==> src/rtl/pqc_pkg.sv <==
// Shared constants, types and helpers for the polynomial-arithmetic datapath.
package pqc_pkg;

   localparam int unsigned COEFF_WIDTH = 16;
   localparam int unsigned KYBER_Q     = 3329;

   typedef logic [COEFF_WIDTH-1:0]   coeff_t;
   typedef logic [2*COEFF_WIDTH-1:0] prod_t;

   // Barrett constant floor(2**k / q), evaluated at elaboration time.
   function automatic logic [63:0] barrett_m(input logic [63:0] q, input int unsigned k);
      return (64'd1 << k) / q;
   endfunction

endpackage

==> src/rtl/mod_cond_sub.sv <==
// Single conditional modular correction: y = (r >= Q) ? r - Q : r.
module mod_cond_sub
   import pqc_pkg::*;
#(
   parameter int unsigned W = COEFF_WIDTH + 2,
   parameter int unsigned Q = KYBER_Q
) (
   input  logic [W-1:0] r,
   output logic [W-1:0] y
);

   localparam logic [W-1:0] QW = W'(Q);

   assign y = (r >= QW) ? (r - QW) : r;

endmodule

==> src/rtl/barrett_reduce.sv <==
// Three-stage pipelined Barrett reducer: x mod Q for a 2*WIDTH-bit unsigned product.
module barrett_reduce
   import pqc_pkg::*;
#(
   parameter int unsigned WIDTH = COEFF_WIDTH,
   parameter int unsigned Q     = KYBER_Q
) (
   input  logic               clk,
   input  logic               rst,
   input  logic               in_valid,
   output logic               in_ready,
   input  logic [2*WIDTH-1:0] in_data,
   output logic               out_valid,
   input  logic               out_ready,
   output logic [WIDTH-1:0]   out_data
);

   localparam int unsigned K   = 2 * WIDTH;
   localparam logic [63:0] M   = barrett_m(64'(Q), K);
   localparam int unsigned MW  = $clog2(M + 64'd1);
   localparam int unsigned PW  = K + MW;
   localparam int unsigned RW  = WIDTH + 2;
   localparam logic [MW-1:0]    MC = M[MW-1:0];
   localparam logic [WIDTH-1:0] QC = WIDTH'(Q);

   logic          ce;
   logic          v1;
   logic          v2;
   logic [PW-1:0] p;
   logic [K-1:0]  x1;
   logic [RW-1:0] r2;

   logic [MW-1:0] t;
   logic [K-1:0]  tq;
   logic [K-1:0]  diff;
   logic [RW-1:0] r3a;
   logic [RW-1:0] r3b;
   logic          unused_bits;

   // Every stage advances together, bubbles included, unless the output is stalled.
   assign ce       = !out_valid || out_ready;
   assign in_ready = ce && !rst;

   // t*Q never exceeds x1, so the K-bit difference cannot wrap and fits in RW bits.
   assign t    = p[PW-1:K];
   assign tq   = K'(t) * K'(QC);
   assign diff = x1 - tq;

   assign unused_bits = ^{p[K-1:0], diff[K-1:RW], r3b[RW-1:WIDTH]};

   mod_cond_sub #(.W(RW), .Q(Q)) u_sub0 (
      .r (r2),
      .y (r3a)
   );

   mod_cond_sub #(.W(RW), .Q(Q)) u_sub1 (
      .r (r3a),
      .y (r3b)
   );

   always_ff @(posedge clk) begin
      if (rst) begin
         p         <= '0;
         x1        <= '0;
         v1        <= 1'b0;
         r2        <= '0;
         v2        <= 1'b0;
         out_data  <= '0;
         out_valid <= 1'b0;
      end else if (ce) begin
         p         <= PW'(in_data) * PW'(MC);
         x1        <= in_data;
         v1        <= in_valid;
         r2        <= diff[RW-1:0];
         v2        <= v1;
         out_data  <= r3b[WIDTH-1:0];
         out_valid <= v2;
      end
   end

endmodule

==> config.mk <==
export PLATFORM = sky130hd
export DESIGN_NAME = barrett_reduce
export DESIGN_NICKNAME = d
export VERILOG_FILES = /design/src/rtl/pqc_pkg.sv /design/src/rtl/mod_cond_sub.sv /design/src/rtl/barrett_reduce.sv
export SDC_FILE = /design/constraint.sdc
export NUM_CORES = 1
export LEC_CHECK = 0
export ABC_AREA = 1
export CORE_MARGIN = 4
export CORE_UTILIZATION = 40
export DETAILED_ROUTE_END_ITERATION = 16
export GPL_ROUTABILITY_DRIVEN = 1
export PLACE_DENSITY = 0.66
export SETUP_SLACK_MARGIN = 0.5
export SLEW_MARGIN = 20
export SYNTH_ARGS = -nofsm -noshare
export SYNTH_HDL_FRONTEND = slang
export SYNTH_SLANG_ARGS = --single-unit
==> constraint.sdc <==
create_clock -name clk -period 17.1 [get_ports clk]
set_input_delay 1.71 -clock clk [delete_from_list [all_inputs] [get_ports clk]]
set_output_delay 1.71 -clock clk [all_outputs]
set_load 0.005 [all_outputs]
* Yosys cells after proc, flatten, opt, wreduce, memory -nomap -nowiden
Cells that the tools add are included.
Word-level totals: flip-flop bits (word level) 108, logic and storage cells 20
Cells by class: add/subtract/negate cells 3, multiply operators 2, order comparisons 2, muxes and demuxes 2, reductions and logical operators 4
Operators with widths (number):
- $mul A32 B21 Y53 const B | 1
- $ge A18 B12 Y1 const B | 2
- $mul A21 B12 Y18 const B | 1
- $mux W18 | 1
- $sub A18 B12 Y18 const B | 1
- $sub A18 B18 Y18 | 1
- $mux W16 | 1
- $sub A16 B12 Y16 const B | 1
- $logic_not A1 Y1 | 2
- $logic_and A1 B1 Y1 | 1
- $logic_or A1 B1 Y1 | 1

* Logic depth before layout (Yosys ltp)
depth after elaboration 4, mapped depth 27, depth with buffers taken out 27

* Hierarchy
From an unflattened synthesis, not the netlist that was laid out.
Unflattened totals: cell total of the unflattened synthesis 2721, area total of the unflattened synthesis 20505.9 µm²
By module, submodules not included:
- barrett_reduce | times used 1, cells an instance 2385, area each 18779.3 µm², seq. area each 1461.4 µm²
- mod_cond_sub | times used 2, cells an instance 168, area each 863.3 µm², seq. area each 0.0 µm²

* Worst setup path before layout
Ideal clock, no wire load.
kind input to register, start point input in_data[22], end point register p[45], arrival 6.891 ns, required time 16.985 ns, setup slack 10.093 ns, stages 25, buffers on the path 0, path through inv_1 fa_1 inv_1 fa_1 inv_1 fa_1 inv_1 fa_1 fa_1 fa_1 inv_1 fa_1 inv_1 ha_1 nand2_1 nor2_1 inv_1 nor2_1 and3_1 nand4_1 nand3_1 a21oi_1 xnor2_1 o21ai_0 inv_1
On the way: word-level cells in the longest chain between the ends 1
RTL lines:
- start, declared | line barrett_reduce.sv:12 | input logic [2*WIDTH-1:0] in_data,
- $mul A32 B21 Y53 | line barrett_reduce.sv:71 | p <= PW'(in_data) * PW'(MC);
- end signal, assigned | line barrett_reduce.sv:71
- end, declared | line barrett_reduce.sv:29 | logic [PW-1:0] p;
No other way between the ends. A chain may end at the register's enable or synchronous reset.

* Worst setup path after layout
start point input in_data[23], end point register p[46]
The elaborated chain is that of the path after synthesis.

==> metrics.txt <==
# TYPE chip_impl_metric gauge
chip_impl_info{name="result_of_the_run",value="completed"} 1
chip_impl_metric{name="design.core.area",unit="um^2"} 45700
chip_impl_info{name="commonest_non_fill_non_tap_cells_in_the_layout",value="547 x sky130_fd_sc_hd__inv_1, 328 x sky130_fd_sc_hd__fa_1, 302 x sky130_fd_sc_hd__ha_1, 245 x sky130_fd_sc_hd__nand2_1, 157 x sky130_fd_sc_hd__nor2_1"} 1
chip_impl_metric{name="grt_antenna_before_repair",unit=""} 0
chip_impl_metric{name="ff_latch_area",unit="um^2"} 1460
chip_impl_metric{name="die_w",unit="um"} 224
chip_impl_metric{name="post_cts_resize_count",unit=""} 0
chip_impl_metric{name="tightest_slew",unit="ps"} 816
chip_impl_metric{name="route.detailed.drc",unit=""} 0
chip_impl_info{name="final_common_cell",value="sky130_fd_sc_hd__inv_1"} 1
chip_impl_metric{name="post_dp_cell_area",unit="um^2"} 19800
chip_impl_metric{name="grt_overflow",unit=""} 0
chip_impl_info{name="crit_path_end_kind",value="flip-flop"} 1
chip_impl_metric{name="timing_max_transition_violations_final",unit=""} 0
chip_impl_metric{name="required",unit="ps"} 17330
chip_impl_info{name="crit_path_start_kind",value="input pin"} 1
chip_impl_metric{name="die_h",unit="um"} 224
chip_impl_info{name="crit-reg2reg-launch",value="p[36]$_SDFFE_PP0N_"} 1
chip_impl_metric{name="vias_per_cell",unit=""} 5.09
chip_impl_metric{name="initialDrtViolationCount",unit=""} 886
chip_impl_info{name="timing_worst_setup_path_type",value="in2reg"} 1
chip_impl_metric{name="cts_hold_repair.buffers",unit=""} 0
chip_impl_metric{name="first_global_vias",unit=""} 15700
chip_impl_info{name="cts_tree",value="yes"} 1
chip_impl_info{name="synthTopCellsByArea",value="sky130_fd_sc_hd__fa_1 35%, sky130_fd_sc_hd__ha_1 20%, sky130_fd_sc_hd__inv_1 11%"} 1
chip_impl_metric{name="grt_start_max_net_pins",unit=""} 80
chip_impl_metric{name="design.die.area",unit="um^2"} 50100
chip_impl_metric{name="stdcell_area",unit="um^2"} 20100
chip_impl_metric{name="ys_ff_latch",unit=""} 73
chip_impl_metric{name="initial_utilization",unit="%"} 40.8
chip_impl_metric{name="num_vias",unit=""} 14400
chip_impl_metric{name="synthesis.yosys.warnings",unit=""} 0
chip_impl_info{name="worstHoldPathType",value="reg2reg"} 1
chip_impl_metric{name="worst_path_arrival_time",unit="ps"} 8470
chip_impl_info{name="grt_setup_unrepaired",value="false"} 1
chip_impl_info{name="setup.worst_path.start",value="in_data[23]"} 1
chip_impl_metric{name="synth_largest_type_area_fraction",unit="%"} 35.2
chip_impl_metric{name="clock_transition_at_the_registers_of_the_reported_paths",unit="ps"} 60
chip_impl_metric{name="mappedNetlistArea",unit="um^2"} 18600
chip_impl_metric{name="tritoncts_num_sinks",unit=""} 73
chip_impl_info{name="clk_root_buffer_cell",value="sky130_fd_sc_hd__clkbuf_16"} 1
chip_impl_metric{name="setup_ws",unit="ps"} 8860
chip_impl_metric{name="final_layout_size_suffix_gt1_share",unit="%"} 3.13
chip_impl_metric{name="post-dp-hpwl",unit="um"} 46600
chip_impl_info{name="post-synth-top-area-cell",value="sky130_fd_sc_hd__fa_1"} 1
chip_impl_metric{name="cts_made_buffers",unit=""} 9
chip_impl_metric{name="syn-instance-count",unit=""} 2190
chip_impl_metric{name="track_usage",unit="%"} 21.9
chip_impl_metric{name="timing.final.hold_violations",unit=""} 0
chip_impl_metric{name="synth.yosys.seq_area_share",unit="%"} 7.84
chip_impl_metric{name="global_route_wire_length_before_repair",unit="um"} 86300
chip_impl_metric{name="num_rows",unit=""} 78
chip_impl_metric{name="postCtsSetupRepairBufs",unit=""} 0
chip_impl_metric{name="antenna-diode-count",unit=""} 0
chip_impl_metric{name="fillers",unit=""} 4545
chip_impl_metric{name="dpl_worst_slack",unit="ps"} 8540
chip_impl_metric{name="asyncSetResetFlopFracSynth",unit="%"} 0
chip_impl_metric{name="wire_per_inst",unit="um"} 18.8
chip_impl_metric{name="finClkSkew",unit="ps"} 12.4
chip_impl_metric{name="route.antenna.remaining_nets",unit=""} 0
chip_impl_metric{name="maxSlewHeadroom",unit="%"} 45.6
chip_impl_metric{name="multi_input_area",unit="um^2"} 15000
chip_impl_metric{name="number_of_port_buffers",unit=""} 53
chip_impl_metric{name="period_share",unit="%"} 48.2
chip_impl_metric{name="setup-tns-final",unit="ps"} 0
chip_impl_metric{name="cap_violations",unit=""} 0
chip_impl_info{name="dominantRegCellSynth",value="sky130_fd_sc_hd__dfxtp_1"} 1
chip_impl_metric{name="drt_pre_antenna_iters",unit=""} 6
chip_impl_metric{name="ctsLongestPathBuffers",unit=""} 2
chip_impl_metric{name="setup-violations-final",unit=""} 0
chip_impl_metric{name="route.final.wire_length",unit="um"} 53400
chip_impl_metric{name="number_of_flops_mapped_to_enable_cells_by_yosys",unit=""} 0
chip_impl_metric{name="io-pin-count",unit=""} 54
chip_impl_metric{name="yosysUniqueCellTypes",unit=""} 47
chip_impl_metric{name="area_growth_syn_to_layout",unit="%"} 7.88
chip_impl_metric{name="final_net_count",unit=""} 2898
chip_impl_metric{name="timing.final.crit_period",unit="ps"} 8240
chip_impl_metric{name="cts_max_level",unit=""} 3
chip_impl_metric{name="routabilityCongestion",unit=""} 1.04
chip_impl_metric{name="max_fanout_on_critical_path",unit=""} 6
chip_impl_info{name="hp-start",value="x1[13]$_SDFFE_PP0N_"} 1
chip_impl_metric{name="synth_nets",unit=""} 2856
chip_impl_metric{name="fmax",unit="MHz"} 121
chip_impl_metric{name="clk_latency",unit="ps"} 340
chip_impl_metric{name="avgSynthCellArea",unit="um^2"} 8.51
==> flip-flops by register name, summed over array words and instances, names as in the netlist <==
name,cells
p,19
r2,18
x1,17
out_data,16
out_valid,1
v1,1
v2,1
==> critical path: stages <==
cell                              delay [ps]
sky130_fd_sc_hd__clkdlybuf4s50_1         740
sky130_fd_sc_hd__inv_1                   170
sky130_fd_sc_hd__fa_1                    640
sky130_fd_sc_hd__inv_1                   130
sky130_fd_sc_hd__fa_1                    520
sky130_fd_sc_hd__inv_1                    60
sky130_fd_sc_hd__fa_1                    500
sky130_fd_sc_hd__inv_1                    60
sky130_fd_sc_hd__fa_1                    560
sky130_fd_sc_hd__fa_1                    430
sky130_fd_sc_hd__fa_1                    490
sky130_fd_sc_hd__inv_1                    50
sky130_fd_sc_hd__fa_1                    500
sky130_fd_sc_hd__inv_1                    40
sky130_fd_sc_hd__ha_1                    360
sky130_fd_sc_hd__nand2_1                 110
sky130_fd_sc_hd__nor2_1                  270
sky130_fd_sc_hd__nand2_1                  90
sky130_fd_sc_hd__nor4_1                  360
sky130_fd_sc_hd__nand3b_1                240
sky130_fd_sc_hd__nand4_1                 160
sky130_fd_sc_hd__nand3_1                  90
sky130_fd_sc_hd__o211ai_1                120
sky130_fd_sc_hd__inv_1                    50
==> cell usage after synthesis, types with 18 or more instances <==
master and count:
sky130_fd_sc_hd__xor2_1 38, sky130_fd_sc_hd__ha_1 302, sky130_fd_sc_hd__dfxtp_1 73, sky130_fd_sc_hd__clkbuf_1 18, sky130_fd_sc_hd__nand2_1 245, sky130_fd_sc_hd__o21ai_0 103, sky130_fd_sc_hd__fa_1 328, sky130_fd_sc_hd__xnor2_1 23
sky130_fd_sc_hd__nand3_1 83, sky130_fd_sc_hd__nor2_1 158, sky130_fd_sc_hd__inv_1 547, sky130_fd_sc_hd__a21oi_1 115
==> cell type report <==
| class | count | share of cell area, % |
|---|---|---|
| multi-input combinational | 1538 | 74.4 |
| inverter | 553 | 10.3 |
| sequential | 73 | 7.27 |
| tap | 600 | 3.74 |
| timing repair buffer | 57 | 2.79 |
| clock buffer | 10 | 1.19 |
| clock inverter | 6 | 0.243 |
==> routing by layer <==
layer,share of wire (%),track usage [%],up-vias
met3,4.1,2.57,86
li1,-,-,6892
met5,0,0,-
met4,2.8,5.53,0
met2,49,38.3,353
met1,44,28.9,7104
==> cells by family (layout without fill, tap and decap cells) <==
group,count (synthesis),after routing,synth area share [%]
xor+xnor,62,62,2.96
buf+inv,579,626,11.9
fa+ha+maj,630,630,55.5
simple gates,562,562,13.2
compound gates,284,284,8.58
flops,73,73,7.84
==> final timing paths <==
| check | to | slack (ps) | depth (start not counted) |
|---|---|---|---|
| worst max-delay path | p[46]$_SDFFE_PP0N_ | 8860 | 24 |
| worst min-delay path | x1[13]$_SDFFE_PP0N_ | 460 | 2 |
| worst max register to register | r2[17]$_SDFFE_PP0N_ | 12620 | 19 |
| worst min register to register | x1[13]$_SDFFE_PP0N_ | 460 | 2 |
==> through the flow <==
stage	cells	hold slack [ps]	utilization, %
3_3_place_gp	2821	446	43.4
6_report	2837	457	44.0
3_5_place_dp	2821	454	43.4
4_1_cts	2837	463	44.0
2_1_floorplan	2190	433	-
5_1_grt	2837	493	44.0
Power is left out: the tool's default activity adds up to more than one toggle a clock period on the data nets, which glitch-free logic cannot reach.
